<file path="config.mk">
export PLATFORM = sky130hd
export DESIGN_NAME = tpu_op_sequencer
export DESIGN_NICKNAME = d
export VERILOG_FILES = /design/src/rtl/tpu_op_sequencer.sv
export SDC_FILE = /design/constraint.sdc
export NUM_CORES = 1
export LEC_CHECK = 0
export CAP_MARGIN = 20
export CORE_MARGIN = 10
export CORE_UTILIZATION = 52
export CTS_CLUSTER_DIAMETER = 30
export CTS_CLUSTER_SIZE = 14
export DETAILED_ROUTE_END_ITERATION = 8
export HOLD_SLACK_MARGIN = 0.15
export PLACE_DENSITY = 0.93
export SYNTH_ARGS = -nofsm -noshare
export SYNTH_HDL_FRONTEND = slang
export SYNTH_SLANG_ARGS = --single-unit
</file>
<file path="constraint.sdc">
create_clock -name clk -period 5.3 [get_ports clk]
set_input_delay 1.06 -clock clk [delete_from_list [all_inputs] [get_ports clk]]
set_output_delay 1.06 -clock clk [all_outputs]
set_load 0.01 [all_outputs]
</file>
<file path="src/rtl/tpu_op_sequencer.sv">
// Operation sequencer for one systolic matrix-multiply pass: weight load, input feed,
// array drain, output write, with a per-phase done timeout and host completion report.
module tpu_op_sequencer #(
  parameter int unsigned addr_width     = 8,
  parameter int unsigned width_height   = 16,
  parameter int unsigned timeout_cycles = 1024
) (
  input  logic                            clk,
  input  logic                            reset,
  input  logic                            cmd_valid,
  output logic                            cmd_ready,
  input  logic [addr_width-1:0]           cmd_weight_addr,
  input  logic [addr_width-1:0]           cmd_input_addr,
  input  logic [addr_width-1:0]           cmd_output_addr,
  input  logic [$clog2(width_height)-1:0] cmd_num_row,
  input  logic [$clog2(width_height)-1:0] cmd_num_col,
  output logic                            weight_active,
  output logic                            input_active,
  output logic                            output_active,
  output logic [addr_width-1:0]           weight_base_addr,
  output logic [addr_width-1:0]           input_base_addr,
  output logic [addr_width-1:0]           output_base_addr,
  output logic [$clog2(width_height)-1:0] num_row,
  output logic [$clog2(width_height)-1:0] num_col,
  input  logic                            weight_done,
  input  logic                            input_done,
  input  logic                            output_done,
  output logic                            busy,
  output logic                            op_done,
  output logic                            op_error
);

  localparam int unsigned ext_w = $clog2(width_height);
  // Two extra bits so num_row+num_col+2 never wraps, even at full extents.
  localparam int unsigned cnt_w = ext_w + 2;
  localparam int unsigned tmr_w = (timeout_cycles > 2) ? $clog2(timeout_cycles) : 1;
  localparam logic [tmr_w-1:0] tmr_last = tmr_w'(timeout_cycles - 1);

  typedef enum logic [2:0] {
    IDLE   = 3'd0,
    LOAD_W = 3'd1,
    FEED   = 3'd2,
    DRAIN  = 3'd3,
    WRITE  = 3'd4,
    DONE   = 3'd5
  } state_t;

  state_t           state;
  logic [tmr_w-1:0] timer;
  logic [cnt_w-1:0] drain_cnt;
  logic             phase_done;
  logic             timed_out;

  // A done counts only in its own phase and never in the cycle of its start pulse.
  always_comb begin
    phase_done = 1'b0;
    case (state)
      LOAD_W:  phase_done = weight_done && !weight_active;
      FEED:    phase_done = input_done && !input_active;
      WRITE:   phase_done = output_done && !output_active;
      default: phase_done = 1'b0;
    endcase
  end

  assign timed_out = (timer == tmr_last);

  always_ff @(posedge clk) begin
    if (reset) begin
      state            <= IDLE;
      cmd_ready        <= 1'b1;
      busy             <= 1'b0;
      weight_active    <= 1'b0;
      input_active     <= 1'b0;
      output_active    <= 1'b0;
      op_done          <= 1'b0;
      op_error         <= 1'b0;
      weight_base_addr <= '0;
      input_base_addr  <= '0;
      output_base_addr <= '0;
      num_row          <= '0;
      num_col          <= '0;
      timer            <= '0;
      drain_cnt        <= '0;
    end else begin
      weight_active <= 1'b0;
      input_active  <= 1'b0;
      output_active <= 1'b0;
      op_done       <= 1'b0;
      case (state)
        IDLE: begin
          if (cmd_valid && cmd_ready) begin
            weight_base_addr <= cmd_weight_addr;
            input_base_addr  <= cmd_input_addr;
            output_base_addr <= cmd_output_addr;
            num_row          <= cmd_num_row;
            num_col          <= cmd_num_col;
            op_error         <= 1'b0;
            timer            <= '0;
            weight_active    <= 1'b1;
            cmd_ready        <= 1'b0;
            busy             <= 1'b1;
            state            <= LOAD_W;
          end
        end
        LOAD_W, FEED, WRITE: begin
          // Done takes priority over a timeout landing in the same cycle.
          if (phase_done) begin
            timer <= '0;
            if (state == LOAD_W) begin
              input_active <= 1'b1;
              state        <= FEED;
            end else if (state == FEED) begin
              drain_cnt <= cnt_w'(num_row) + cnt_w'(num_col) + cnt_w'(2);
              state     <= DRAIN;
            end else begin
              op_done <= 1'b1;
              state   <= DONE;
            end
          end else if (timed_out) begin
            op_done  <= 1'b1;
            op_error <= 1'b1;
            state    <= DONE;
          end else begin
            timer <= timer + tmr_w'(1);
          end
        end
        DRAIN: begin
          if (drain_cnt == cnt_w'(1)) begin
            output_active <= 1'b1;
            timer         <= '0;
            state         <= WRITE;
          end else begin
            drain_cnt <= drain_cnt - cnt_w'(1);
          end
        end
        DONE: begin
          cmd_ready <= 1'b1;
          busy      <= 1'b0;
          state     <= IDLE;
        end
        default: state <= IDLE;
      endcase
    end
  end

endmodule

</file>
==> results of run 1 <==
## metal layers
layer,vias to the layer above,GRT usage [%],wire length [µm]
met5,-,0,0
met4,0,7.71,159
met3,15,10.8,996
met2,127,31.1,3890
met1,1340,20.3,3240
li1,1364,-,-
## synthesized netlist by cell type, types with 4 or more instances
library cell	instances
ha_1	10
a21oi_1	47
nand2_1	79
nor3_1	9
a211oi_1	4
nor2b_1	8
clkbuf_1	18
a21o_1	4
nor2_1	16
nand2b_1	4
dfxtp_1	58
inv_1	13
nand3_1	7
nand4_1	4
o21ai_0	12
## cells by family after synthesis
family	Yosys count	share of synthesized area, %
simple gates	152	26.2
flops	58	41.4
fa+ha+maj	11	5.17
buf+inv	35	5.30
compound gates	94	21.1
xor+xnor	3	0.936
## cell type report
type                       instances  area (µm²)  area share (%)
clock inverter                     6        66.3            1.75
sequential                        58        1160            30.6
tap                               70        87.6            2.30
inverter                          13        48.8            1.28
timing repair buffer              79         798            21.0
multi-input combinational        260        1500            39.5
clock buffer                      10         138            3.62
## power groups by stage
stage / Sequential [mW] / Combinational (mW) / Clock (mW)
after floorplan: 0.572 / 0.326 / 0
after global placement: 0.562 / 0.517 / 0
after detailed placement: 0.568 / 0.538 / 0
after CTS: 0.560 / 0.553 / 0.423
after global routing: 0.569 / 0.610 / 0.439
final: 0.562 / 0.557 / 0.420
## layout by cell type, fill, tap and decap left out, types with 4 or more instances in the layout
cell and instances:
nand4_1 4, clkbuf_8 10, nor2_1 16, clkdlybuf4s50_1 75, a21o_1 4, nor2b_1 7, dfxtp_1 58, ha_1 10
nor3_1 9, nand2b_1 4, a211oi_1 4, a21oi_1 47, nand2_1 79, inv_1 13, nand3_1 7, o21ai_0 12
## how the worst max path moves through the flow
stage                    start  cells past startpoint                                to  slack [ps]
floorplan           input_done                      6             timer[9]$_SDFFE_PP0P_        2850
global placement     cmd_valid                      4  output_base_addr[2]$_SDFFE_PP0P_        2340
detailed placement  input_done                      6         drain_cnt[2]$_SDFFE_PP0P_        2300
CTS                 input_done                      6         drain_cnt[2]$_SDFFE_PP0P_        2650
global route        input_done                      6         drain_cnt[3]$_SDFFE_PP0P_        2450
finish              input_done                      6             timer[2]$_SDFFE_PP0P_        2630
## per-stage QoR
stage	util, %	instance area (µm²)	setup slack (ps)	hold slack, ps
after CTS	73.1	3780	2650	459
final	73.5	3800	2630	459
after floorplan	-	2810	2850	459
after detailed placement	69.1	3580	2300	449
after global placement	68.8	3560	2340	440
after global routing	73.5	3800	2450	480
## sequential cells by signal, indices dropped and copies added, names as in the netlist, 3 cells and up
| name | count |
|---|---|
| num_row | 4 |
| num_col | 4 |
| weight_base_addr | 8 |
| drain_cnt | 6 |
| input_base_addr | 8 |
| state | 3 |
| output_base_addr | 8 |
| timer | 10 |
## worst max-delay path: stages
cell and delay, ps:
clkdlybuf4s50_1 400, nor2b_1 140, and4_1 300, nor3_2 490
o21ai_0 200, a221oi_1 310
==> run metrics, run 1 <==
Max Cap Violations 0; fin cells 496; Reg power frac 36.5%; TritonCTS Buffers 9; startpoint types primary input; Final TNS setup 0 ps; yosys warns 0; combinational fraction of design power 36.2%; post-synthesis cell count 353; worst flop-to-flop path startpoint timer[0]$_SDFFE_PP0P_; worst reg2reg setup slack 3100 ps; CTS tree done; maximum number of pins on one net before global-route repair 65; Syn Area/Cell 7.95 µm²; Critical Path AT 2900 ps; IO Pins just under 80; cell count of the worst reg-to-reg path 6; Vias ~2800; final setup vio count 0; DP Wirelength 5670 µm; Seq/Total Area, Yosys 41.4%; Least-Margin Pin Slew about 800 ps; crit path kind primary input to flip-flop; global route total overflow 0; Die Wd approximately 93 µm; Seq cells post-synth a little under 60; clock root cell clkbuf_8; gr usage total 19.2%; CP endpoint kind flip-flop; type of the worst min-delay path flip-flop to flip-flop; internal power 0.981 mW; syn nets ~400; worst vdd ir 0.289 mV; final net count 470; fin. max-slew vios 0; Post-CTS Setup Repair Bufs 0; Site Rows 26; Final Wtd Congestion ~0.85; Pleak around 1.4 nW; Hold Crit Endpoint weight_base_addr[7]$_SDFFE_PP0P_; wire length per cell 16.7 µm; Final Hold Fails 0; hold-critical path depth 2; initial antenna violation count 0; clk buf depth 2; worst skew pair latency between 300 and 400 ps; RSZ-0062 raised after global routing false; FMAX 375 MHz; dpl cells 479; fill count 330; total power between 1.5 and 2 mW; PD cells 405 nW/µm²; Starting Density a little over half; layout cell share with drive strength beyond 1 7.98%; Yosys top cell by area dfxtp_1; # port buffers 76; total core area roughly 5200 µm²; Area growth, synth to finish 35.3%; Cell Area, Synth 2810 µm²; Final Skew 7.96 ps; Switching Fraction 36.3%; drt pass-1 iters 5; CTS sink cnt 58; main flop type after synthesis dfxtp_1; Clk network pwr share roughly 27%; area share of the largest cell type after synthesis 41.4%; Worst-path clk slew 70 ps; full die area just under 9000 µm²; Worst R2R End state[2]$_SDFFE_PP0P_; Final min period between 2000 and 3000 ps; Antenna Diode Count 0; Worst slew margin 47.1%; hold bufs inserted after CTS 0; final worst path period share 50.4%; async set-or-reset flop fraction in the synthesized netlist 0%; DR iter-0 viols 234; status finished, final reports clean; first-pass GRT wire length roughly 14000 µm; critical path required time 5530 ps; Routed Antenna Nets 0; Yosys cell types between 50 and 60; Avg Vias per Cell 5.74; Post-synth EDFFs 0; Die H 93.5 µm; CTS H-tree lvls 3; P_sw between 0.5 and 0.6 mW; ranking of synthesized cells by area dfxtp_1, nand2_1, a21oi_1; Remaining DRCs 0; Gates resized, CTS repair 0; number of global-route vias before repair 2855; HP Start weight_base_addr[7]$_SDFFE_PP0P_; Crit Path Max Fanout 7; routed wire length 8290 µm
Note: power is estimated with default switching activity, not from simulation.
==> run 2: changes to the inputs <==
- CORE_UTILIZATION: 52 -> 43
- PLACE_DENSITY: 0.93 -> 0.84
- clock period: 5.3 -> 2.4 ns (I/O delays scaled with it)
==> run 2 against run 1 <==
Compared with the run above: first-iteration DRC count is 16% lower; sequential share of layout area is 0.60 points lower; critical endpoint is now timer[9]$_SDFFE_PP0P_; non-clock buffer count is 5 higher; register-to-register slack worse by 2800 ps; combinational power is 120% higher; cell area is 2.0% higher; utilization is 12 points lower.
==> run metrics, run 2 (synthesis gave the netlist of run 1 again) <==
status finished, final reports clean (unchanged); Final TNS setup 0 ps (unchanged); most frequent cells in the layout nand2_1, clkdlybuf4s50_1, dfxtp_1 (unchanged); Starting Density 44.2% (was 54.3%); CP peak stage delay 500 ps (was 490 ps); Site Rows 29 (was 26); Critical Path AT 2310 ps (was 2900 ps); worst flop-to-flop path startpoint state[2]$_SDFFE_PP0P_ (was timer[0]$_SDFFE_PP0P_); maximum number of pins on one net before global-route repair 36 (was 65); crit path kind flip-flop to flip-flop (was primary input to flip-flop); first-pass GRT wire length 13100 µm (was 13600 µm); clk buf depth 2 (unchanged); type of the worst min-delay path flip-flop to flip-flop (unchanged); startpoint types flip-flop (was primary input); Post-CTS Setup Repair Bufs 0 (unchanged); HP Start weight_base_addr[1]$_SDFFE_PP0P_ (was weight_base_addr[7]$_SDFFE_PP0P_); Die H 101 µm (was 93.5 µm); DR iter-0 viols 196 (was 234); Top Usage Layer GRT met2 (unchanged); FMAX 483 MHz; pre-CTS setup slack 60.7 ps (was 2300 ps); wire length per cell 15.5 µm (was 16.7 µm); CTS sink cnt 58 (unchanged); Final Skew 10.9 ps (was 7.96 ps); Final Hold Fails 0 (unchanged); Final min period 2070 ps; Hold Crit Endpoint weight_base_addr[1]$_SDFFE_PP0P_ (was weight_base_addr[7]$_SDFFE_PP0P_); drt pass-1 iters 4 (was 5); crit path cell chain or3b_4 -> a2bb2oi_2 -> or3_4 -> or2_1 -> a221oi_2 (was clkdlybuf4s50_1 -> nor2b_1 -> and4_1 -> nor3_2 -> o21ai_0 -> a221oi_1); CP endpoint kind flip-flop (unchanged); Worst R2R End timer[9]$_SDFFE_PP0P_ (was state[2]$_SDFFE_PP0P_); layout cell share with drive strength beyond 1 9.05% (was 7.98%); IO Pins 77 (unchanged); initial antenna violation count 0 (unchanged); final setup vio count 0 (unchanged); final worst path period share 86.2%; TritonCTS Buffers 9 (unchanged); Worst-path clk slew 70 ps (about the same); final worst setup slack 331 ps (was 2630 ps); global route total overflow 0 (unchanged); final net count 475 (was 470); Die Wd 101 µm (was 93.5 µm); Routed Antenna Nets 0 (unchanged); worst skew pair latency 340 ps (about the same); full die area 10200 µm² (was 8740 µm²); Placement Cell Area 3630 µm² (was 3580 µm²); cell count of the worst reg-to-reg path 5 (was 6); Remaining DRCs 0 (unchanged); Max Cap Violations 0 (unchanged); Avg Vias per Cell 5.46 (was 5.74); Pleak 1.42 nW (was 1.37 nW); CTS tree done (unchanged); Final Wtd Congestion 0.888 (was 0.847); commonest non-fill, non-tap cell in the layout nand2_1 (unchanged); hold bufs inserted after CTS 0 (unchanged); number of global-route vias before repair 2761 (was 2855); total power 3.57 mW (was 1.54 mW); critical path required time 2640 ps (was 5530 ps); Design Area, Final 3880 µm² (was 3800 µm²); met3 Usage GRT 7.89% (was 10.8%); Antenna Diode Count 0 (unchanged); Vias 2772 (was 2846); largest register by flop count timer (unchanged); DP Wirelength 5730 µm (was 5670 µm); Crit Path Max Fanout 10 (was 7); CTS H-tree lvls 3 (unchanged); hold-critical path depth 2 (unchanged); worst reg2reg setup slack 330 ps (was 3100 ps); RSZ-0062 raised after global routing false (unchanged); max reg flops 10 (unchanged); gr usage total 15.8% (was 19.2%); Least-Margin Pin Slew 552 ps (was 794 ps); Slowest-stage cell, CP dfxtp_1 (was nor3_2); GR Util met1 18.4% (was 20.3%); routed wire length 7890 µm (was 8290 µm); Gates resized, CTS repair 0 (unchanged); PD cells 920 nW/µm² (was 405 nW/µm²); fin. max-slew vios 0 (unchanged); Area growth, synth to finish 38.1% (was 35.3%); Worst slew margin 63.1% (was 47.1%); GR Util met2 24.2% (was 31.1%); worst vdd ir 0.482 mV (was 0.289 mV); # port buffers 76 (unchanged); clock root cell clkbuf_8 (unchanged); total core area 6350 µm² (was 5170 µm²)
-- run 2: worst max-delay path by stage --
stage / startpoint / to / slack (ps) / depth (start not counted)
finish: state[2]$_SDFFE_PP0P_ / timer[9]$_SDFFE_PP0P_ / 330 / 5
global route: num_row[1]$_SDFFE_PP0P_ / drain_cnt[3]$_SDFFE_PP0P_ / 260 / 10
CTS: state[2]$_SDFFE_PP0P_ / timer[9]$_SDFFE_PP0P_ / 350 / 5
detailed placement: input_done / timer[9]$_SDFFE_PP0P_ / 60 / 6
global placement: input_done / timer[9]$_SDFFE_PP0P_ / 140 / 6
floorplan: num_row[1]$_SDFFE_PP0P_ / drain_cnt[3]$_SDFFE_PP0P_ / 520 / 10
-- run 2: final cells by class --
class                   instances  area, µm²
inverters                      13       48.8
multi-input cells             260       1500
well taps                      77       96.3
repair buffers                 84        828
clock inverters                 7        118
fillers                       527       2470
clock buffers                   9        124
flip-flops and latches         58       1160
-- run 2: where the power goes --
group	switching [mW]	internal, mW	total, mW
clock network	0.412	0.689	1.10
registers	0.126	1.11	1.23
logic	0.655	0.579	1.23
-- run 2: worst max-delay path, delay by kind of cell (launching register included) --
family,cells,cell delay (ps)
AO/OA/AOI/OAI,2,410
flip-flops,1,500
AND/OR/NAND/NOR,3,1060
-- run 2: metal layers --
layer  routed length, µm  vias to the layer above
met2                3600                       77
met5                   0                        -
met3                 803                       12
met4                 122                        0
li1                    -                     1382
met1                3360                     1301
-- run 2: metrics by stage --
step | hold WS (ps) | cells | utilization (%)
floorplan | 459 | 353 | -
global placement | 441 | 492 | 57.2
detailed placement | 446 | 492 | 57.2
CTS | 454 | 508 | 61.0
global route | 489 | 508 | 61.0
finish | 453 | 508 | 61.0
